**src/rtl/de2_state_indicator.sv**
```systemverilog
// DE2 board state indicator: shows the Nios II system-state code on HEX0,
// flashes the green LEDs after every state change, then runs a per-state
// red LED animation. Single clock domain, shared with the de2_state PIO.
module de2_state_indicator #(
  parameter int unsigned TICK_DIV    = 2500000,
  parameter int unsigned FLASH_TICKS = 6
) (
  input  logic        clk,
  input  logic        reset,
  input  logic [2:0]  state_in,
  output logic [17:0] ledr,
  output logic [8:0]  ledg,
  output logic [6:0]  hex0,
  output logic        state_changed,
  output logic        busy
);

  localparam int unsigned TickW  = (TICK_DIV > 1) ? $clog2(TICK_DIV) : 1;
  localparam int unsigned FlashW = $clog2(FLASH_TICKS + 1);

  localparam logic [TickW-1:0]  TickLast  = TickW'(TICK_DIV - 1);
  localparam logic [FlashW-1:0] FlashLast = FlashW'(FLASH_TICKS - 1);
  localparam logic [4:0]        PosMax    = 5'd17;

  typedef enum logic {StShow, StFlash} fsm_e;
  typedef enum logic {DirLeft, DirRight} dir_e;

  logic [TickW-1:0]  tick_cnt;
  logic              tick;
  logic              heartbeat;
  logic [2:0]        state_q;
  logic [2:0]        state_cur;
  fsm_e              fsm;
  logic [FlashW-1:0] flash_cnt;
  logic              flash_phase;
  logic [4:0]        pos;
  dir_e              dir;
  logic [17:0]       anim_cnt;

  logic [17:0]       ledr_d;
  logic [8:0]        ledg_d;
  logic [6:0]        hex0_d;

  // Active-low seven-segment decode, bit order g..a.
  function automatic logic [6:0] hex_decode(input logic [2:0] s);
    logic [6:0] seg;
    case (s)
      3'd0:    seg = 7'b1000000;
      3'd1:    seg = 7'b1111001;
      3'd2:    seg = 7'b0100100;
      3'd3:    seg = 7'b0110000;
      3'd4:    seg = 7'b0011001;
      3'd5:    seg = 7'b0010010;
      3'd6:    seg = 7'b0000010;
      default: seg = 7'b1111000;
    endcase
    return seg;
  endfunction

  assign tick = (tick_cnt == TickLast);

  // Free-running animation tick divider and heartbeat, independent of the FSM.
  always_ff @(posedge clk) begin
    if (reset) begin
      tick_cnt  <= '0;
      heartbeat <= 1'b0;
    end else begin
      tick_cnt <= tick ? '0 : tick_cnt + TickW'(1);
      if (tick) begin
        heartbeat <= ~heartbeat;
      end
    end
  end

  // Input register: the only place state_in is sampled.
  always_ff @(posedge clk) begin
    if (reset) begin
      state_q <= 3'd0;
    end else begin
      state_q <= state_in;
    end
  end

  // Mode FSM plus animation position state. A state mismatch wins over a tick
  // in both modes, so a change during FLASH restarts the flash cleanly.
  always_ff @(posedge clk) begin
    if (reset) begin
      fsm           <= StShow;
      state_cur     <= 3'd0;
      flash_cnt     <= '0;
      flash_phase   <= 1'b0;
      state_changed <= 1'b0;
      busy          <= 1'b0;
      pos           <= 5'd0;
      dir           <= DirLeft;
      anim_cnt      <= 18'd0;
    end else begin
      state_changed <= 1'b0;
      if (state_q != state_cur) begin
        state_cur     <= state_q;
        flash_cnt     <= '0;
        flash_phase   <= 1'b1;
        state_changed <= 1'b1;
        fsm           <= StFlash;
        busy          <= 1'b1;
      end else if (tick) begin
        case (fsm)
          StFlash: begin
            flash_phase <= ~flash_phase;
            flash_cnt   <= flash_cnt + FlashW'(1);
            if (flash_cnt == FlashLast) begin
              fsm      <= StShow;
              busy     <= 1'b0;
              pos      <= 5'd0;
              dir      <= DirLeft;
              anim_cnt <= 18'd0;
            end
          end
          default: begin
            case (state_cur)
              3'd2: pos <= (pos == PosMax) ? 5'd0 : pos + 5'd1;
              3'd3: pos <= (pos == 5'd0) ? PosMax : pos - 5'd1;
              3'd4: begin
                // Bounce without dwelling twice on either end.
                if (dir == DirLeft) begin
                  if (pos == PosMax) begin
                    dir <= DirRight;
                    pos <= PosMax - 5'd1;
                  end else begin
                    pos <= pos + 5'd1;
                  end
                end else begin
                  if (pos == 5'd0) begin
                    dir <= DirLeft;
                    pos <= 5'd1;
                  end else begin
                    pos <= pos - 5'd1;
                  end
                end
              end
              3'd7: anim_cnt <= anim_cnt + 18'd1;
              default: ;
            endcase
          end
        endcase
      end
    end
  end

  // Next LED/HEX patterns from the current mode and animation state.
  always_comb begin
    ledr_d = 18'd0;
    ledg_d = {heartbeat, 8'h00};
    hex0_d = hex_decode(state_cur);
    if (fsm == StFlash) begin
      ledg_d[7:0] = {8{flash_phase}};
    end else begin
      ledg_d[2:0] = state_cur;
      case (state_cur)
        3'd0:    ledr_d = 18'd0;
        3'd1:    ledr_d = {18{1'b1}};
        3'd2,
        3'd3,
        3'd4:    ledr_d = 18'd1 << pos;
        3'd5:    ledr_d = {18{heartbeat}};
        3'd6:    ledr_d = {{9{~heartbeat}}, {9{heartbeat}}};
        default: ledr_d = anim_cnt;
      endcase
    end
  end

  // Output registers; nothing reaches a pin combinationally.
  always_ff @(posedge clk) begin
    if (reset) begin
      ledr <= 18'd0;
      ledg <= 9'd0;
      hex0 <= 7'b1000000;
    end else begin
      ledr <= ledr_d;
      ledg <= ledg_d;
      hex0 <= hex0_d;
    end
  end

endmodule
```
**config.mk**
```make
export PLATFORM = sky130hd
export DESIGN_NAME = de2_state_indicator
export DESIGN_NICKNAME = d
export VERILOG_FILES = /design/src/rtl/de2_state_indicator.sv
export SDC_FILE = /design/constraint.sdc
export NUM_CORES = 1
export LEC_CHECK = 0
export CAP_MARGIN = 20
export CORE_AREA = 2 2 117 131
export CTS_CLUSTER_SIZE = 40
export DETAILED_ROUTE_END_ITERATION = 10
export DIE_AREA = 0 0 119 133
export PLACE_DENSITY_LB_ADDON = 0.1
export SETUP_SLACK_MARGIN = 0.3
export SYNTH_ARGS = -nofsm -noshare
export SYNTH_HDL_FRONTEND = slang
export SYNTH_SLANG_ARGS = --single-unit
export TNS_END_PERCENT = 30
```
**constraint.sdc**
```tcl
create_clock -name clk -period 6.3 [get_ports clk]
set_input_delay 1.89 -clock clk [delete_from_list [all_inputs] [get_ports clk]]
set_output_delay 1.89 -clock clk [all_outputs]
set_load 0.005 [all_outputs]
```
==> results.txt, run 1 <==
In this run the static leakage power is 1.73 nW. Global routing used 3.53% of the available met3 tracks. The setup slack at placement came out at 1950 ps.

The repair_antennas step left the layout with diodes totalling 0. The worst max-slew margin expressed relative to the limit is 37.6%. Hold repair after CTS inserted 0 buffers. The flow ran to the end, and the final reports show no timing, DRC or antenna violations.

The tightest min-delay check is of the flop to flop type. The measured slew at the worst slew-check pin came out at 923 ps. The final design utilization is 34.7%.

The max-slew violation total from the final report is 0. From left edge to right edge, the die measures 119 µm. The largest incremental delay on the critical path came out at 780 ps. The number of library cell types mapped by synthesis is 54. Once routing completed, OpenROAD measured the worst setup slack at 2310 ps.

The global-route met1 utilization is 18.1%. The met2 routing resource usage after global routing is 24.2%. The detailed-router iteration count before antenna repair is 4. For this configuration, the core starts out at a cell density of 29.2%. The number of clock sinks came out at 90.

The worst path needs 3990 ps of the cycle, external delays included. In this run the most used layer during global routing was met2. Max-cap violations in this run came to 0. On the final layout, the worst clock skew is 10.9 ps. The setup-violating endpoint count in the final report came out at 0. The floorplan step defined a die boundary enclosing 15800 µm². For this run, the total global-route usage over all layers was measured as 14.4%. The warning count from the yosys run is 0. In the synthesized netlist the dominant register cell turns out to be sky130_fd_sc_hd__dfxtp_1. Setup total negative slack on the finished layout was measured at 0 ps. The clock transition at the registers of the reported paths is 70 ps.

The core area is 14600 µm². The detailed router finished its first iteration with 226 violations. The cell count after synthesis is 505. A synthesized cell averages 8.48 µm².

The share of layout cells above drive strength 1 came out at 5.26%. The number of instances on the worst hold path came out at 1. The largest individual stage delay along the critical path comes from the cell sky130_fd_sc_hd__nand2_1. The first global-routing pass estimated 18300 µm of wire. Setup repair after global routing left no endpoint under its margin. The data arrival time of the worst path is 4200 ps. The initial antenna violation count was 0. The setup fix buffers added after clock tree synthesis came out at 0. The later pin in the worst-skew pair is clocked with a latency of 350 ps. Of the synthesized area, sequential elements account for 42.1%. In this design, the largest share of critical-path delay is due to buffers and inverters.

Measured along the y axis, the die boundary spans 133 µm. The number of enable-type register cells in the synthesized netlist came out at 0. Leaving out fill and tap cells, the most frequent cell in the layout is sky130_fd_sc_hd__dfxtp_1. The required time of the worst setup path came out at 6510 ps. Relative to the synthesized area, the layout overhead comes to 18.6%.

The maximum vdd drop came out at 0.000104 V. The CTS H-tree depth is 3. The number of endpoints with negative hold slack in the final report came to 0.

The placer's final routability congestion estimate came out at 0.794. On the final layout, the worst hold slack is 464 ps. The number of vias after detailed routing came out at 3642.

The total overflow left after global routing is 0. The critical path is of the input pin to flop type. The post-detailed-placement half-perimeter wirelength came out at 7870 µm. The combined buffer and inverter count along the critical path came out at 3. The logic depth of the worst setup path including buffers came out at 5. When the netlist entered floorplanning its net count stood at 521.

The worst setup path is launched from an input pin. The worst-case reg-to-reg path depth is 6. For this run, the top clock speed supported by timing is 251 MHz. TritonCTS built the clock tree. The number of buffers created by CTS is 9.

Once layout is complete, the cells apart from fillers number 728. The final critical path takes up 63.3% of the cycle. The largest driver fanout on the critical path is 34. Port buffering added 40 buffers.

The synthesized netlist occupies a cell area of 4280 µm². The number of instances in the placed design came out at 711. The total wirelength of the detailed-routed design is 11000 µm.

For this run, asynchronously set or reset flops after synthesis account for 0%. The remaining antenna violation count is 0. The clock passes through at most 2 buffers. The library cells used most frequently in the layout, excluding fill and tap cells, are sky130_fd_sc_hd__dfxtp_1, sky130_fd_sc_hd__nor2_1, sky130_fd_sc_hd__clkdlybuf4s50_1. The power per cell area is 232 nW/µm². In this run the core area contains 47 standard-cell rows.

Traced cell by cell, the critical path runs through clkdlybuf4s50_1 -> buf_4 -> clkinv_1 -> nand2_1 -> nor2_1. The maximum number of pins on one net before global-route repair came out at 35. The worst setup path is captured at a flop. The flop and latch count out of synthesis came out at 90. The number of ports placed on the die boundary is 41. At the end of the flow, the number of nets in the layout was 543.

After detailed routing, the average wire length per cell comes to 15.1 µm. Dividing the detail-routed via count by the number of cells gives 5.00. The root buffer cell chosen for the clock tree is sky130_fd_sc_hd__clkbuf_16. The number of global-route vias before repair came out at 3542. Gates resized during post-CTS repair numbered 0. The number of design rule violations left after detail routing is 0.
-- per-stage QoR --
step                      instance area [µm²]  power [mW]
after floorplan                          4280       0.647
after global placement                   4790       0.679
after detailed placement                 4790       0.679
after CTS                                5070        1.20
after global routing                     5080        1.23
final                                    5080        1.18
-- cells by family after synthesis --
family / after synthesis / synth area share (%)
simple gates: 217 / 28.2
compound gates: 106 / 14.8
flops: 90 / 42.1
buf+inv: 48 / 4.79
xor+xnor: 30 / 6.14
fa+ha+maj: 11 / 3.21
mux: 3 / 0.731
-- routing by layer --
layer  vias to the layer above  wire length [µm]
li1                       1853                 -
met1                      1720              5120
met2                        65              5470
met3                         4               324
met4                         0                76
met5                         -                 0
-- synth_stat cells, types with 3 or more instances --
| master | instances | area [µm²] |
|---|---|---|
| sky130_fd_sc_hd__dfxtp_1 | 90 | 1800 |
| sky130_fd_sc_hd__nor2_1 | 67 | 251 |
| sky130_fd_sc_hd__a21oi_1 | 35 | 175 |
| sky130_fd_sc_hd__o21ai_0 | 32 | 160 |
| sky130_fd_sc_hd__nand2_1 | 30 | 113 |
| sky130_fd_sc_hd__nand3_1 | 20 | 100 |
| sky130_fd_sc_hd__clkbuf_1 | 19 | 71.3 |
| sky130_fd_sc_hd__xnor2_1 | 19 | 166 |
| sky130_fd_sc_hd__inv_1 | 16 | 60.1 |
| sky130_fd_sc_hd__nor3_1 | 13 | 65.1 |
| sky130_fd_sc_hd__a31oi_1 | 12 | 75.1 |
| sky130_fd_sc_hd__nand4_1 | 12 | 75.1 |
| sky130_fd_sc_hd__ha_1 | 11 | 138 |
| sky130_fd_sc_hd__xor2_1 | 11 | 96.3 |
| sky130_fd_sc_hd__and3_1 | 10 | 62.6 |
| sky130_fd_sc_hd__and4_1 | 9 | 78.8 |
| sky130_fd_sc_hd__nor2b_1 | 9 | 56.3 |
| sky130_fd_sc_hd__o2111ai_1 | 8 | 70.1 |
| sky130_fd_sc_hd__nand4b_1 | 7 | 61.3 |
| sky130_fd_sc_hd__or4_1 | 6 | 45.0 |
| sky130_fd_sc_hd__buf_2 | 5 | 25.0 |
| sky130_fd_sc_hd__buf_4 | 5 | 37.5 |
| sky130_fd_sc_hd__nor4b_1 | 5 | 43.8 |
| sky130_fd_sc_hd__a21o_1 | 4 | 30.0 |
| sky130_fd_sc_hd__nand2b_1 | 4 | 25.0 |
| sky130_fd_sc_hd__or3_1 | 4 | 25.0 |
| sky130_fd_sc_hd__nor3b_1 | 3 | 22.5 |
| sky130_fd_sc_hd__nor4_1 | 3 | 18.8 |
| sky130_fd_sc_hd__nor4bb_1 | 3 | 30.0 |
-- area by class of cell --
class                           instances  area [µm²]
Clock buffer                           10         229
Multi-Input combinational cell        367        2270
Fill cell                            1513        9570
Timing Repair Buffer                   42         415
Inverter                               17        63.8
Tap cell                              196         245
Sequential cell                        90        1800
Clock inverter                          6        47.5
-- flip-flops by register name, indices dropped and copies added, names as in the netlist --
signal         cells
anim_cnt          18
flash_phase        1
heartbeat          1
busy               1
dir                1
fsm                1
ledr              18
state_q            3
state_changed      1
tick_cnt          22
hex0               7
pos                5
flash_cnt          3
ledg               5
state_cur          3
-- path summary, 6_finish.rpt --
check / startpoint / end / slack [ps]
hold reg to reg: tick_cnt[0] / tick_cnt[0] / 460
setup / recovery: reset / tick_cnt[19] / 2310
setup reg to reg: tick_cnt[0] / anim_cnt[4] / 3600
hold / removal: tick_cnt[0] / tick_cnt[0] / 460
-- power by group --
| group | leakage (nW) | internal [mW] | switching, mW |
|---|---|---|---|
| sequential | 0.730 | 0.582 | 0.0119 |
| clock | 0.134 | 0.273 | 0.240 |
| combinational | 0.867 | 0.0341 | 0.0380 |
| total | 1.73 | 0.888 | 0.289 |
-- worst register-to-register path: stages, from the launching register on --
cell and delay, ps:
sky130_fd_sc_hd__dfxtp_1 370, sky130_fd_sc_hd__ha_1 220, sky130_fd_sc_hd__and4_1 350, sky130_fd_sc_hd__and4b_1 460
sky130_fd_sc_hd__nand4_1 610, sky130_fd_sc_hd__nand2_1 490, sky130_fd_sc_hd__a21oi_1 70
No activity file was read; power rests on OpenSTA's default activity.
==> run 2, diff against run 1 <==
==> constraint.sdc (replaced) <==
create_clock -name clk -period 3.8 [get_ports clk]
set_input_delay 1.14 -clock clk [delete_from_list [all_inputs] [get_ports clk]]
set_output_delay 1.14 -clock clk [all_outputs]
set_load 0.005 [all_outputs]
==> results.txt, run 2 (same netlist as run 1, synthesis figures left out) <==
Counting I/O delays and the setup requirement, the final critical path takes 2670 ps. The count of routing violations after the opening detailed-route iteration came to 236 (+4.4%). The measured slew at the worst slew-check pin was 924 ps (+1.42 ps). The count of non-filler cells in the finished layout came out at 731 (+0.41%). The number of design rule violations left after detail routing is 0 (unchanged). The antenna diode count came to 0 (unchanged). The cell type group with the largest total delay on the critical path is simple AND/OR/NAND/NOR gates. The logic depth of the worst setup path including buffers is 7 (+2).

The met3 routed wirelength came out at 454 µm (+40%). The initial antenna violation count came to 0 (unchanged). The post-detailed-placement half-perimeter wirelength is 8000 µm (+1.7%). The capturing element type of the critical path is a flop. The final net count came to 546 (+0.55%). The clock skew is 10.7 ps (-0.165 ps). The setup TNS is 0 ps (unchanged). The flow ran to the end, and the final reports show no timing, DRC or antenna violations. The hold buffer count at cts came out at 0 (unchanged). The CTS H-tree depth was 3 (unchanged).

The total wirelength of the detailed-routed design came out at 11300 µm (+3.0%). The die footprint is 15800 µm² (unchanged). The detailed-router iteration count before antenna repair came out at 4 (unchanged). The worst max-slew margin expressed relative to the limit came out at 37.9% (+0.30 points). The number of max-cap violations is 0 (unchanged). The share of layout cells above drive strength 1 came out at 5.61% (+0.34 points). The design area came out at 5130 µm² (+1.1%). The leakage power summed over all cells came out at 1.77 nW (+1.9%). The number of instances on the worst hold path is 1 (unchanged). Clock tree synthesis selected as its root buffer the cell sky130_fd_sc_hd__clkbuf_16. The library cell used most frequently in the layout, excluding fill and tap cells, is sky130_fd_sc_hd__dfxtp_1. The clock latency of the later-clocked register in the worst-skew pair came out at 350 ps (about the same). The slowest stage of the critical path is the sky130_fd_sc_hd__nor4b_1 cell.

The worst hold path belongs to the class flop to flop. The residual overflow from global routing came to 0 (unchanged). The maximum vdd drop is 0.000193 V (+86%).

The number of vias after detailed routing is 3724 (+2.3%). The setup fix buffers added after clock tree synthesis is 0 (unchanged). The sum of internal, switching and leakage power came out at 2.07 mW (+75%). The number of resized instances in the post-cts repair step came to 0 (unchanged). By instance count, the cell type seen most on the critical path is sky130_fd_sc_hd__nor4b_1.

The highest routing layer actually used is met4. The chip height came out at 133 µm (unchanged). tick_cnt holds more flip-flops than any other register. The worst setup path is of the flop to flop kind.

The filler cell count came out at 1515 (+0.13%). Setup repair after global routing left no endpoint under its margin. The number of endpoints with negative hold slack in the final report is 0 (unchanged). The floorplan die width is 119 µm (unchanged). The met1 wire length was 5200 µm (+1.4%). The final clock period utilization by the worst path came out at 70.3%. The highest clock frequency the design can meet is 374 MHz.

The signal on the critical path passes through inv_1 -> ha_1 -> nor4b_1 -> nor4b_1 -> a32o_1 -> a311oi_1 -> o21ai_0. The number of flip-flops in the largest register came out at 22 (unchanged). The number of instances in the placed design came out at 715 (+0.56%). The required time of the worst setup path came to 4030 ps (-2480 ps). The placer's final routability congestion estimate came out at 0.773 (-2.6%). The max-slew violation total from the final report was 0 (unchanged). The number of ports placed on the die boundary is 41 (unchanged).

The number of buffers created by CTS is 9 (unchanged). The number of global-route vias before repair is 3647 (+3.0%). The remaining antenna violation count came out at 0 (unchanged). The starting density of the core came out at 29.2% (unchanged). The global-route usage over all layers is 14.7% (+0.32 points). The post-detailed-placement cell area came out at 4820 µm² (+0.63%). The number of buffers on the longest clock path is 2 (unchanged).

The met2 routed wirelength came out at 5440 µm (-0.55%). The data arrival time of the worst path came out at 2900 ps (-1300 ps). The combined buffer and inverter count along the critical path was 1 (-2).

In the final layout, the registers with the most flip-flops are tick_cnt (22), anim_cnt (18), ledr (18). The detail-routed net length per standard cell was 15.5 µm (+2.6%). The core area is 14600 µm² (unchanged). The global-route wire length before repair is 18500 µm (+1.6%).

STA classifies the critical path startpoint as a flop. The largest driver fanout on the critical path is 9 (-74%). The average vias per placed instance was 5.09 (+1.8%). From synthesis to final layout, the design area changed by 19.9%. The number of standard-cell rows in the floorplan is 47 (unchanged). The number of clock sinks was 90 (unchanged). The largest incremental delay on the critical path was 770 ps (about the same). The CTS tree is done. The clock transition at the registers of the reported paths came out at 70 ps (about the same).

Leaving out fill and tap cells, the most frequent cells in the layout are sky130_fd_sc_hd__dfxtp_1, sky130_fd_sc_hd__nor2_1, sky130_fd_sc_hd__clkdlybuf4s50_1. The worst-case reg-to-reg path depth was 7 (+1). The setup-violating endpoint count in the final report is 0 (unchanged). The number of input and output port buffers inserted came out at 40 (unchanged).

The power per cell area came out at 402 nW/µm² (+73%). The maximum number of pins on one net before global-route repair was 33 (-5.7%).
==> run 2: worst register-to-register path, stage by stage, from the launching register on <==
cell	delay, ps
sky130_fd_sc_hd__dfxtp_1	360
sky130_fd_sc_hd__inv_1	240
sky130_fd_sc_hd__ha_1	360
sky130_fd_sc_hd__nor4b_1	770
sky130_fd_sc_hd__nor4b_1	110
sky130_fd_sc_hd__a32o_1	250
sky130_fd_sc_hd__a311oi_1	310
sky130_fd_sc_hd__o21ai_0	140
==> run 2: report_power, final <==
| part | switching (mW) | leakage, nW | total [mW] | internal, mW |
|---|---|---|---|---|
| combinational | 0.0703 | 0.881 | 0.129 | 0.0583 |
| clock | 0.383 | 0.153 | 0.958 | 0.576 |
| sequential | 0.0147 | 0.730 | 0.979 | 0.964 |
==> run 2: per-layer routing <==
| layer | vias to the layer above | track usage, % |
|---|---|---|
| li1 | 1851 | - |
| met2 | 78 | 24.5 |
| met1 | 1776 | 18.5 |
| met5 | - | 0 |
| met4 | 0 | 6.48 |
| met3 | 19 | 2.84 |
==> run 2: final cells by class <==
cell class	instances	area (µm²)	share of cell area (%)
multi-input combinational	367	2270	44.3
sequential	90	1800	35.1
timing repair buffer	45	438	8.53
tap	196	245	4.78
clock buffer	11	233	4.53
clock inverter	5	78.8	1.54
inverter	17	63.8	1.24
==> run 2: path summary, 6_finish.rpt <==
| path | start | slack [ps] | endpoint |
|---|---|---|---|
| worst max register to register | pos[0] | 1130 | pos[3] |
| worst max-delay path | pos[0] | 1130 | pos[3] |
| worst min-delay path | tick_cnt[0] | 470 | tick_cnt[0] |
| worst min register to register | tick_cnt[0] | 470 | tick_cnt[0] |
==> run 2: through the flow <==
step | hold WS (ps) | setup WS, ps | utilization (%)
finish | 466 | 1130 | 35.1
CTS | 462 | 1130 | 35.1
global route | 490 | 885 | 35.1
global placement | 446 | 860 | 32.9
detailed placement | 453 | 990 | 32.9
floorplan | 426 | 1670 | -
